File: config.mk
export PLATFORM = sky130hd
export DESIGN_NAME = linear_layer_start_fifo
export DESIGN_NICKNAME = d
export VERILOG_FILES = /design/src/rtl/linear_layer_fifo_pkg.sv /design/src/rtl/linear_layer_start_fifo_srl.sv /design/src/rtl/linear_layer_start_fifo.sv
export SDC_FILE = /design/constraint.sdc
export NUM_CORES = 1
export LEC_CHECK = 0
export ABC_AREA = 1
export BUFFER_PORTS_ARGS = -buffer_cell sky130_fd_sc_hd__buf_2
export CAP_MARGIN = 20
export CORE_AREA = 2 2 39 41
export DETAILED_ROUTE_END_ITERATION = 10
export DIE_AREA = 0 0 41 43
export PLACE_DENSITY_LB_ADDON = 0.05
export SLEW_MARGIN = 25
export SYNTH_ARGS = -nofsm -noshare
export SYNTH_HDL_FRONTEND = slang
export SYNTH_HIERARCHICAL = 1
export SYNTH_SLANG_ARGS = --single-unit
File: constraint.sdc
create_clock -name ap_clk -period 1.68 [get_ports ap_clk]
set_clock_uncertainty 0.15 [all_clocks]
set_input_delay 0.168 -clock ap_clk [delete_from_list [all_inputs] [get_ports ap_clk]]
set_output_delay 0.168 -clock ap_clk [all_outputs]
set_load 0.05 [all_outputs]
File: src/rtl/linear_layer_fifo_pkg.sv
// Shared definitions for the Linear_Layer start-token FIFOs.
//   - PTR_EMPTY   : all-ones pointer value meaning "no entries"; callers
//                   take the low ptr_width() bits.
//   - ptr_width() : pointer width rule, one bit wider than the tap address
//                   so that -1 can be represented.
//   - depth_legal(): elaboration-time legality of DEPTH for an ADDR_WIDTH.
package linear_layer_fifo_pkg;

    localparam logic [64:0] PTR_EMPTY = '1;

    function automatic int ptr_width(input int addr_w);
        return addr_w + 1;
    endfunction

    function automatic bit depth_legal(input int depth, input int addr_w);
        return (depth >= 2) && (depth <= (1 << addr_w));
    endfunction

endpackage

File: src/rtl/linear_layer_start_fifo_srl.sv
// Shift-register storage for the start-token FIFO. No reset.
// Ports:
//   clk        : clock
//   i_shift_en : shift every entry up one place and load i_din into entry 0
//   i_addr     : read tap address
//   i_din      : write data
//   o_dout     : entry at i_addr (combinational)
module linear_layer_start_fifo_srl #(
    parameter int DATA_WIDTH = 1,
    parameter int ADDR_WIDTH = 1
) (
    input  logic                  clk,
    input  logic                  i_shift_en,
    input  logic [ADDR_WIDTH-1:0] i_addr,
    input  logic [DATA_WIDTH-1:0] i_din,
    output logic [DATA_WIDTH-1:0] o_dout
);

    // Sized to the full tap address range so every address is in bounds;
    // entries at or above DEPTH are never read while data is valid.
    localparam int SIZE = 1 << ADDR_WIDTH;

    logic [DATA_WIDTH-1:0] r_mem [SIZE];

    always_ff @(posedge clk) begin
        if (i_shift_en) begin
            r_mem[0] <= i_din;
            for (int i = 1; i < SIZE; i++) begin
                r_mem[i] <= r_mem[i-1];
            end
        end
    end

    assign o_dout = r_mem[i_addr];

endmodule

File: src/rtl/linear_layer_start_fifo.sv
// Start-token FIFO between a Linear_Layer dispatcher and a PE instance.
// Tracks occupancy with a two's-complement pointer (-1 = empty) and drives
// registered full/empty handshakes; data lives in a shift-register array
// read at the pointer tap (first-word-fall-through).
// Ports:
//   ap_clk, ap_rst_n      : clock, synchronous active-low reset
//   if_write, if_din      : producer write request and data
//   if_full_n             : space available (registered)
//   if_read               : consumer read request
//   if_dout               : head-of-queue data, valid while if_empty_n=1
//   if_empty_n            : head data valid (registered)
//   if_num_data_valid     : occupancy 0..DEPTH (registered)
module linear_layer_start_fifo
    import linear_layer_fifo_pkg::*;
#(
    parameter int DATA_WIDTH = 1,
    parameter int ADDR_WIDTH = 1,
    parameter int DEPTH      = 2
) (
    input  logic                  ap_clk,
    input  logic                  ap_rst_n,
    input  logic                  if_write,
    input  logic [DATA_WIDTH-1:0] if_din,
    output logic                  if_full_n,
    input  logic                  if_read,
    output logic [DATA_WIDTH-1:0] if_dout,
    output logic                  if_empty_n,
    output logic [ADDR_WIDTH:0]   if_num_data_valid
);

    localparam int PTR_W = ptr_width(ADDR_WIDTH);
    localparam logic [PTR_W-1:0] PTR_RST       = PTR_EMPTY[PTR_W-1:0];
    localparam logic [PTR_W-1:0] PTR_ONE       = PTR_W'(1);
    localparam logic [PTR_W-1:0] PTR_ZERO      = '0;
    localparam logic [PTR_W-1:0] PTR_NEAR_FULL = PTR_W'(DEPTH - 2);

    if (!depth_legal(DEPTH, ADDR_WIDTH)) begin : g_bad_depth
        $error("linear_layer_start_fifo: DEPTH must be in 2..2**ADDR_WIDTH");
    end

    logic [PTR_W-1:0]      r_ptr;
    logic [PTR_W-1:0]      r_num;
    logic                  r_full_n;
    logic                  r_empty_n;
    logic                  w_push;
    logic                  w_pop;
    logic [DATA_WIDTH-1:0] w_dout;

    // Requests are qualified by the registered flags, so a write while
    // full or a read while empty is simply dropped.
    assign w_push = if_write & r_full_n & ap_rst_n;
    assign w_pop  = if_read  & r_empty_n & ap_rst_n;

    always_ff @(posedge ap_clk) begin
        if (!ap_rst_n) begin
            r_ptr     <= PTR_RST;
            r_num     <= PTR_ZERO;
            r_full_n  <= 1'b1;
            r_empty_n <= 1'b0;
        end else if (w_push && !w_pop) begin
            r_ptr     <= r_ptr + PTR_ONE;
            r_num     <= r_num + PTR_ONE;
            r_empty_n <= 1'b1;
            if (r_ptr == PTR_NEAR_FULL) begin
                r_full_n <= 1'b0;
            end
        end else if (w_pop && !w_push) begin
            r_ptr    <= r_ptr - PTR_ONE;
            r_num    <= r_num - PTR_ONE;
            r_full_n <= 1'b1;
            if (r_ptr == PTR_ZERO) begin
                r_empty_n <= 1'b0;
            end
        end
        // Push and pop together: the shift alone advances the head, so the
        // pointer and flags hold.
    end

    linear_layer_start_fifo_srl #(
        .DATA_WIDTH (DATA_WIDTH),
        .ADDR_WIDTH (ADDR_WIDTH)
    ) u_srl (
        .clk        (ap_clk),
        .i_shift_en (w_push),
        .i_addr     (r_ptr[ADDR_WIDTH-1:0]),
        .i_din      (if_din),
        .o_dout     (w_dout)
    );

    assign if_dout           = w_dout;
    assign if_full_n         = r_full_n;
    assign if_empty_n        = r_empty_n;
    assign if_num_data_valid = r_num;

endmodule

==> run_results.csv <==
group,metric,value,unit
status,outcome,"finished, final reports clean",
yosys,synth.avg_cell_area,7.46,um^2
finish,antennaDiodeCount,0,
global_routing,grt_pass1_wl,1.19,mm
detailed_routing,drt-initial-drc-count,8,
critical_path,crit_path_top_delay_cell,"ha_1",
critical_path,path_class,"flip-flop to flip-flop",
yosys,synth_edf_count,2,
yosys,yosysTopAreaCell,"dfxtp_1",
yosys,netlist_instances,54,
pwr,p_int,0.325,mW
clock_tree,numClockSinks,8,
sta,setup_viol,0,
pwr,netSwitchingFraction,0.294,
critical_path,crit_fanout,7,
detailed_routing,drt-total-wl,750,um
pwr,combPwrFrac,0.180,
yosys,netlist_top_cells_count,"nand2_1 (13), inv_1 (8), nand3_1 (8), dfxtp_1 (6)",
clock_tree,cts_htree_levels,1,
critical_path,path_cells,"nand3_1, inv_1, ha_1, inv_2, nand3_1, nand2_1, inv_1, nor2_1",
yosys,yosysSeqAreaShare,0.447,
clock_tree,cts_setup_buffers,0,
yosys,yosys.area.top_type_share,0.298,
floorplanning,ioPinCount,10,
finish,area_growth,24.5,%
global_routing,grt_pass1_vias,301,
floorplanning,core-area,1380,um^2
critical_path,cp.required,1.73,ns
pwr,p_seq_frac,0.474,
finish,fin_cells,83,
global_routing,antenna_found_initial,0,
detailed_routing,post_drt_wl_per_cell,9.04,um
global_routing,grt-ovfl-total,0,
job,maxCapViolations,0,
clock_tree,clk_pin_slew,0.06,ns
detailed_routing,route.vias.total,371,
placement,gp_congestion,0.728,
min_path,hp-class,"input pin to flip-flop",
yosys,yosysUniqueCellTypes,13,
placement,dp_cells,78,
pwr,pwr-share-clk,0.346,
detailed_routing,ant_nets,0,
yosys,yosysMostFrequentCell,"nand2_1",
sta,max_slew_margin,0.840,
floorplanning,dieArea,1760,um^2
sta,tightestPinTransition,0.240,ns
floorplanning,die_w,41,um
detailed_routing,dr.pass1.iters,4,
sta,hold_slack,0.0308,ns
pwr,power.density,916,nW/um^2
sta,hold_viol_final,0,
sta,slew_violations,0,
floorplanning,die_y,43,um
pwr,finalPower,0.460,mW
yosys,yosysWarnings,6,
sta,fmax,710,MHz
pwr,p_switching,0.135,mW
critical_path,worstSetupEndpointType,"flip-flop",
sta,fin_setup_tns,0,ns
placement,place.port_buffers,9,
clock_tree,clk_latency,0.25,ns
yosys,syn_area,403,um^2
clock_tree,numCtsBuffers,3,
global_routing,grt_max_degree,9,
critical_path,crit_family,"simple AND/OR/NAND/NOR gates",
sta,period_needed,1.41,ns
clock_tree,cts_resized,0,
floorplanning,initial_core_util,0.291,
floorplanning,rows,14,
finish,final_nets,76,
clock_tree,cts_buffer_depth,2,
global_routing,track_usage,0.102,
finish,drive_gt1_frac,0.254,
clock_tree,clockRootBuffer,"clkbuf_4",
yosys,dominantRegCellSynth,"dfxtp_1",
critical_path,start_kind,"flip-flop",
detailed_routing,viasPerCell,4.47,
clock_tree,cts_tree,"built",
yosys,synth-seq-cells,8,
yosys,async_reset_ff_frac,0,
yosys,postSynthNetCount,62,
placement,dp_hpwl,567,um
pwr,p_leak,0.269,nW
detailed_routing,route.detailed.drc,0,
critical_path,critPathBufInv,3,
sta,rsz0062_at_grt,"false",
critical_path,arrival,1.46,ns
critical_path,cp_slowest_stage_delay,0.33,ns
pwr,ir_drop,0.000388,V
sta,period_share,0.839,
yosys,ys_top_cells_by_area,"dfxtp_1 (30%), edfxtp_1 (15%), nand2_1 (12%)",
==> registers in the layout, indices dropped and copies added (netlist names) <==
register / cells
r_ptr: 2
if_num_data_valid: 2
u_srl/r_mem: 2
if_full_n: 1
if_empty_n: 1
==> through the flow <==
stage | utilization | instance area, um^2 | setup WS (ns)
6_report | 0.363 | 502 | 0.271
5_1_grt | 0.363 | 502 | 0.0961
4_1_cts | 0.363 | 502 | 0.256
3_5_place_dp | 0.336 | 465 | 0.219
3_3_place_gp | 0.336 | 465 | 0.223
2_1_floorplan | - | 405 | 0.144
==> metal layers <==
metal | wire length, um | part of all wire | GRT usage
met5 | 0 | 0 | 0
met2 | 308 | 0.41 | 0.131
met3 | 36 | 0.048 | 0.0314
met1 | 381 | 0.51 | 0.143
met4 | 24 | 0.032 | 0.0600
==> power groups by stage <==
stage / clock network (mW) / logic [mW] / registers (mW)
after floorplan: 0 / 0.0464 / 0.238
after global placement: 0 / 0.0818 / 0.223
after detailed placement: 0 / 0.0816 / 0.222
after CTS: 0.164 / 0.0837 / 0.218
after global routing: 0.173 / 0.0942 / 0.220
final: 0.159 / 0.0829 / 0.218
==> area by class of cell <==
type                       instances  area, um^2
fill                             151         882
sequential                         8         183
multi-input combinational         34         176
timing repair buffer              10        55.1
inverter                          11        41.3
clock buffer                       4        26.3
tap                               16        20.0
==> logic make-up (layout without fill, tap and decap cells) <==
logic type                 count (synthesis)  after routing  share of synthesized area
buffers and inverters                     12             25                      0.115
AOI/OAI and AO/OA                          6              6                     0.0745
adders and majority gates                  3              3                     0.0932
and+or+nand+nor                           25             25                      0.270
DFF                                        8              8                      0.447
==> cells in the final DEF (no fill, tap or decap) <==
cell type      instances
edfxtp_1               2
o21ai_0                3
nand3_1                8
dfxtp_2                2
nand4_1                2
dfxtp_1                4
nand2_1               13
clkbuf_4               3
dlygate4sd3_1          1
o21ai_1                1
ha_1                   3
buf_2                  9
clkbuf_1               1
nor2_1                 2
inv_2                  3
a21oi_1                2
inv_1                  8
==> timing repair <==
action,4_1_cts,5_1_grt
endpoints found under the setup margin,0,0
endpoints found under the hold margin,1,0
hold buffers,1,0
==> worst paths after layout <==
| kind | from | end | slack (ns) | depth (start not counted) |
|---|---|---|---|---|
| worst max-delay path | if_empty_n$_SDFFE_PN0P_ | if_num_data_valid[1]$_SDFFE_PN0P_ | 0.27 | 8 |
| worst min register to register | u_srl/r_mem[0]$_DFFE_PP_ | u_srl/r_mem[1]$_DFFE_PP_ | 0.30 | 0 |
| worst min-delay path | ap_rst_n | r_ptr[0]$_SDFFE_PN1P_ | 0.03 | 2 |
| worst max register to register | if_empty_n$_SDFFE_PN0P_ | if_num_data_valid[1]$_SDFFE_PN0P_ | 0.27 | 8 |
Power figures use the tool's default switching activity.
